==> src/rtl/vluint7_enc.sv <==
// LEB128-style unsigned varint encoder: writes 7 payload bits per byte, LSB group first, into a byte memory.
// Latency: start edge k, N bytes committed at edges k+1..k+N, rd high from edge k+N.
// Backpressure: none; beg is a level request held until rd, and a new start needs beg to go low first.
//
// Ports:
//   clk, reset             single clock, asynchronous active-high reset
//   beg, value, addr       start request (level), value to encode, first byte address
//   mem_we/mem_addr/mem_data  one byte written per cycle while encoding
//   addr_out, rd, busy     address after the last byte, completion flag, encoding in progress

`ifndef MEM_ADDR_WIDTH
`define MEM_ADDR_WIDTH 8
`endif
`ifndef WORD_WIDTH
`define WORD_WIDTH 8
`endif

module vluint7_enc #(
    parameter int VAL_WIDTH = 32
) (
    input  logic                       clk,
    input  logic                       reset,
    input  logic                       beg,
    input  logic [VAL_WIDTH-1:0]       value,
    input  logic [`MEM_ADDR_WIDTH-1:0] addr,
    output logic                       mem_we,
    output logic [`MEM_ADDR_WIDTH-1:0] mem_addr,
    output logic [`WORD_WIDTH-1:0]     mem_data,
    output logic [`MEM_ADDR_WIDTH-1:0] addr_out,
    output logic                       rd,
    output logic                       busy
);

    typedef enum logic [1:0] {
        IDLE  = 2'd0,
        WRITE = 2'd1,
        DONE  = 2'd2
    } state_t;

    state_t                       state;
    // The write port is registered, so the shift and address registers run
    // one byte ahead of it: while byte i is on mem_*, shift holds the groups
    // from i+1 upward and cur_addr holds the address of byte i+1.
    logic [VAL_WIDTH-1:0]         shift;
    logic [`MEM_ADDR_WIDTH-1:0]   cur_addr;

    logic [VAL_WIDTH-1:0]         value_rest;
    logic [VAL_WIDTH-1:0]         shift_rest;

    assign value_rest = value >> 7;
    assign shift_rest = shift >> 7;

    always_ff @(posedge clk or posedge reset) begin
        if (reset) begin
            state    <= IDLE;
            shift    <= '0;
            cur_addr <= '0;
            mem_we   <= 1'b0;
            mem_addr <= '0;
            mem_data <= '0;
            addr_out <= '0;
            rd       <= 1'b0;
            busy     <= 1'b0;
        end else begin
            case (state)
                IDLE: begin
                    if (beg) begin
                        state    <= WRITE;
                        mem_we   <= 1'b1;
                        busy     <= 1'b1;
                        mem_addr <= addr;
                        mem_data <= {|value_rest, value[6:0]};
                        shift    <= value_rest;
                        cur_addr <= addr + 1'b1;
                    end
                end
                WRITE: begin
                    // Bit 7 of the byte being written is the continuation flag.
                    if (mem_data[7]) begin
                        mem_addr <= cur_addr;
                        mem_data <= {|shift_rest, shift[6:0]};
                        shift    <= shift_rest;
                        cur_addr <= cur_addr + 1'b1;
                    end else begin
                        state    <= DONE;
                        mem_we   <= 1'b0;
                        busy     <= 1'b0;
                        mem_data <= '0;
                        rd       <= 1'b1;
                        // cur_addr already points one past the last byte (wraps silently).
                        addr_out <= cur_addr;
                    end
                end
                DONE: begin
                    if (!beg) begin
                        state <= IDLE;
                        rd    <= 1'b0;
                    end
                end
                default: begin
                    state  <= IDLE;
                    mem_we <= 1'b0;
                    busy   <= 1'b0;
                    rd     <= 1'b0;
                end
            endcase
        end
    end

endmodule

==> config.mk <==
export PLATFORM = sky130hd
export DESIGN_NAME = vluint7_enc
export DESIGN_NICKNAME = d
export VERILOG_FILES = /design/src/rtl/vluint7_enc.sv
export SDC_FILE = /design/constraint.sdc
export NUM_CORES = 1
export LEC_CHECK = 0
export BUFFER_PORTS_ARGS = -buffer_cell sky130_fd_sc_hd__buf_2
export CORE_AREA = 8 8 82 84
export DETAILED_ROUTE_END_ITERATION = 12
export DIE_AREA = 0 0 90 92
export GPL_TIMING_DRIVEN = 0
export PLACE_DENSITY_LB_ADDON = 0.3
export SYNTH_ARGS = -nofsm -noshare
export SYNTH_HDL_FRONTEND = slang
export SYNTH_SLANG_ARGS = --single-unit
==> constraint.sdc <==
create_clock -name clk -period 4.45 [get_ports clk]
set_input_delay 0.6675 -clock clk [delete_from_list [all_inputs] [get_ports clk]]
set_output_delay 0.6675 -clock clk [all_outputs]
set_load 0.005 [all_outputs]
======== After elaboration in Yosys (flattened, before gate mapping) ========
Index checks and enable logic that the tools add are counted.
word-level totals
  logic and storage cells ................. 51
  bits in registers ....................... 68
  output and inout bits ................... 27
operators by class
  bitwise gates (word level) .............. 3
  mux-type cells .......................... 22
  equality and inequality tests ........... 6
  $add $sub $neg .......................... 2
  reduce and logical (&&, ||, !) cells .... 10
operators by type and width
  operator               count
  $mux W32               2
  $pmux W32 S2           1
  $reduce_or A25 Y1      2
  $mux W8                6
  $pmux W8 S2            3
  $add A8 B1 Y8 const B  2
  $reduce_and A3 Y1      4
  $ne A2 B2 Y1 const B   4
  $mux W2                3
  $pmux W1 S3            2
  $pmux W2 S3            1
  $mux W1                4
  $reduce_and A2 Y1      2
  $not A1 Y1             3
  $eq A2 B1 Y1 const B   1
  $eq A2 B2 Y1 const B   1
  $logic_not A2 Y1       1
  $reduce_bool A2 Y1     1

======== Longest topological paths before layout ========
  depth in word-level cells ............... 3
  mapped depth ............................ 9
  gate-level depth less buffers ........... 7

======== Worst setup path after synthesis ========
No wires, ideal clock.
  path type ............................... reg-to-reg
  start point ............................. register state[1]
  end point ............................... register cur_addr[6]
  slack ................................... 2.299 ns
  period minus slack after synthesis ...... 2.151 ns
  data required time ...................... 4.330 ns
  cell stages (with the launch flop) ...... 10
  path buffers ............................ 2
  setup time .............................. 0.120 ns
  data arrival time ....................... 2.031 ns
  cells stage by stage .................... dfrtp_1 > nand2b_1 > buf_6 > mux2_2 > ha_1 > buf_1 > nand3_1 > or3_4 > a221o_1 > o211a_1
between the ends
  word-level cells in the longest chain between the ends .. 3
ends and longest elaborated chain
  what                                                          line  RTL
  from (decl)                                                   40    state_t state;
  from (signal assigned)                                        55    state <= IDLE;
  from (signal assigned)                                        68    state <= WRITE;
  from (signal assigned)                                        85    state <= DONE;
  $eq A2 B1 Y1 or $logic_not A2 Y1 (tied branches)              65    case (state)
  $ne A2 B2 Y1 (no line) or $reduce_bool A2 Y1 (tied branches)  -
  $reduce_and A3 Y1 (no line)                                   -
  to (signal assigned)                                          74    cur_addr <= addr + 1'b1;
  to (signal assigned)                                          83    cur_addr <= cur_addr + 1'b1;
  to (decl)                                                     45    logic [`MEM_ADDR_WIDTH-1:0] cur_addr;
Parallel ways exist; a longest one is shown, timed or not.
A chain may end at the register's enable or synchronous reset.

======== Worst setup path after layout ========
Same ends and word-level chain as after synthesis.

==> out/results.ini <==
[place]
portBuffers = 69
place_area_um2 = 3520
dpl.hpwl_mm = 5.918
dp_cells = 469
place.gp.congestion = 0.8998

[yosys]
ys.flop_type = dfrtp_1
ys_seq_elements = 61
synth_edf_count = 0
yosys_warnings = 0
synthXorXnorAreaFrac_pct = 0
synth_cell_types = 47
synth_nets = 371
synthMuxAreaShare_pct = 7.922
synth_simple_gate_area_share_pct = 21.03
synth_top_family_by_area = simple AND/OR/NAND/NOR gates
synth_area_um2 = 3064
synthesis.instances = 327
avgSynthCellArea_um2 = 9.371
synth_fa_ha_area_share_pct = 0.4083
synthArstFlopShare_pct = 100.0
synth_sequential_area_ratio_pct = 49.82
synth_compound_area_share_pct = 15.56

[clocking]
ctsResizeCount = 0
cts_htree_levels = 3
insertion_delay_ns = 0.34
cts_tree = done
cts_inserted_buffers = 9
cts_sinks = 61
cts-root-buf = clkbuf_8
clk_path_buf_depth = 2
clkTransAtPathRegs_ns = 0.07
post_cts_buffers = 0
hold_buffers = 0

[timing]
worstMarginPinSlew_ns = 0.5156
skew_ns = 0.006814
min_period_ns = 2.352
hold_viol = 0
rsz0062_at_grt = no
tns_ns = 0
maxSlewHeadroom_pct = 65.63
finalCritPeriodShare_pct = 52.85
whs_ns = 0.3008
fmax_mhz = 425.2
slew_violations = 0
setup_viol = 0

[pwr]
p_per_area_nw_per_um2 = 742.1
p_leak_uw = 0.001808
totalPowerFinal_uw = 2769
ir_drop_uv = 447.1

[floorplanning]
rows = 27
die_area_um2 = 8280
fp.dieW_um = 90
ios = 70
die_h_um = 92
initial_core_util_pct = 56.69
core-area_um2 = 5405

[drt]
drc = 0
drt_iter0_markers = 204
routed-via-count = 2774
ant_nets = 0
drt_first_pass_iters = 5
viasPerCell = 5.720
wire_per_inst_um = 16.46
drt-total-wl_mm = 7.985

[setup_path]
crit_required_ns = 4.67
crit_type = flop to flop
reg2reg_depth = 9
end_kind = flop
critPathMaxFanout = 8
crit_arrival_ns = 2.57
startpoint_type = flop

[cells_and_area]
mostFrequentLayoutCell = buf_2
drive_gt1_share_pct = 29.06
final_nets = 452
final_area_um2 = 3731
final_cell_mix = buf_2, nand2_1, dfrtp_1
fin_cells = 485
antenna_cells = 0
area_growth_pct = 21.76

[grt]
track_usage_pct = 19.54
grt_pass1_vias = 2738
grt_max_degree = 45
grt_pass1_wl_mm = 13.32
gr-total-overflow = 0
antenna_found_initial = 0

[status]
status = finished, final reports clean

[flow_run]
drv_cap = 0

[worst_hold_path]
min_path_type = input port to asynchronous set/reset pin

-- stage by stage --
stage | utilization (%) | worst slack (ns)
6_report | 69.03 | 2.098
5_1_grt | 69.03 | 1.978
4_1_cts | 69.03 | 2.101
3_5_place_dp | 65.12 | 2.120
3_3_place_gp | 64.75 | 1.585
2_1_floorplan | - | 2.269
-- kinds of logic (layout without fill, tap and decap cells) --
kind of cell               Yosys count  in the layout
muxes                               23             23
AOI/OAI and AO/OA                   72             72
and+or+nand+nor                    137            137
adders and majority gates            1              1
DFF                                 61             61
buffers and inverters               33            119
-- synth_stat cells, types with 2 or more instances --
cell type / number / area share [%]
dfrtp_1: 61 / 50
nand2_1: 61 / 7.5
nor2_1: 30 / 3.7
a31oi_1: 24 / 4.9
buf_2: 14 / 2.3
o21ai_0: 14 / 2.3
mux2i_1: 13 / 4.2
nand3_1: 13 / 2.1
mux2_2: 10 / 3.7
a21oi_1: 9 / 1.5
nor4_1: 8 / 1.6
a22o_1: 7 / 2.0
clkbuf_1: 7 / 0.86
inv_1: 4 / 0.49
nand4_1: 4 / 0.82
buf_4: 3 / 0.73
nand2b_1: 3 / 0.61
o22ai_1: 3 / 0.61
or3_4: 3 / 1.1
a211oi_1: 2 / 0.49
a221o_1: 2 / 0.65
a32o_1: 2 / 0.65
buf_1: 2 / 0.25
nand4b_1: 2 / 0.57
nor2b_1: 2 / 0.41
nor3_1: 2 / 0.33
o211a_1: 2 / 0.65
-- state kept, by name, indices dropped and copies added, names as in the netlist --
| register | cells |
|---|---|
| addr_out | 8 |
| busy | 1 |
| cur_addr | 8 |
| mem_addr | 8 |
| mem_data | 8 |
| rd | 1 |
| shift | 25 |
| state | 2 |
-- critical path, stage by stage, from the launching register on --
cell,delay (ns)
dfrtp_1,0.40
nand2b_1,0.17
buf_6,0.14
mux2_2,0.23
ha_1,0.14
buf_1,0.25
nand3_1,0.11
or3_4,0.35
a221o_1,0.33
o211a_1,0.12
-- metal layers --
metal  routed length (um)  share of wire (%)  GRT usage (%)
met5                    0                  0              0
met4                  191                2.4          8.599
met3                  633                7.9          4.319
met2                 3553                 44          30.12
met1                 3607                 45          25.90
-- where the power goes --
group          leakage [uW]  internal, uW  switching, uW
clock              0.000106           304            209
sequential         0.000732           819            162
combinational      0.000971           548            727
total               0.00181          1670           1100
-- layout make-up --
type                    count  area, um^2
multi-input cells         233        1376
plain buffers              28       142.6
inverters                   5       18.77
clock buffers              13       168.9
flip-flops and latches     61        1526
repair buffers             70       365.4
fillers                   439        1674
well taps                  72       90.09
clock inverters             3       42.54
-- worst paths after layout --
check | startpoint | endpoint | slack, ns
setup / recovery | state[1] | cur_addr[6] | 2.10
hold / removal | reset | mem_addr[7] | 0.30
setup reg to reg | state[1] | cur_addr[6] | 2.10
hold reg to reg | mem_addr[6] | mem_addr[6] | 0.48
max in group asynchronous | reset | cur_addr[2] | 3.58
min in group clk | mem_addr[6] | mem_addr[6] | 0.48
(Power assumes the default switching activity.)
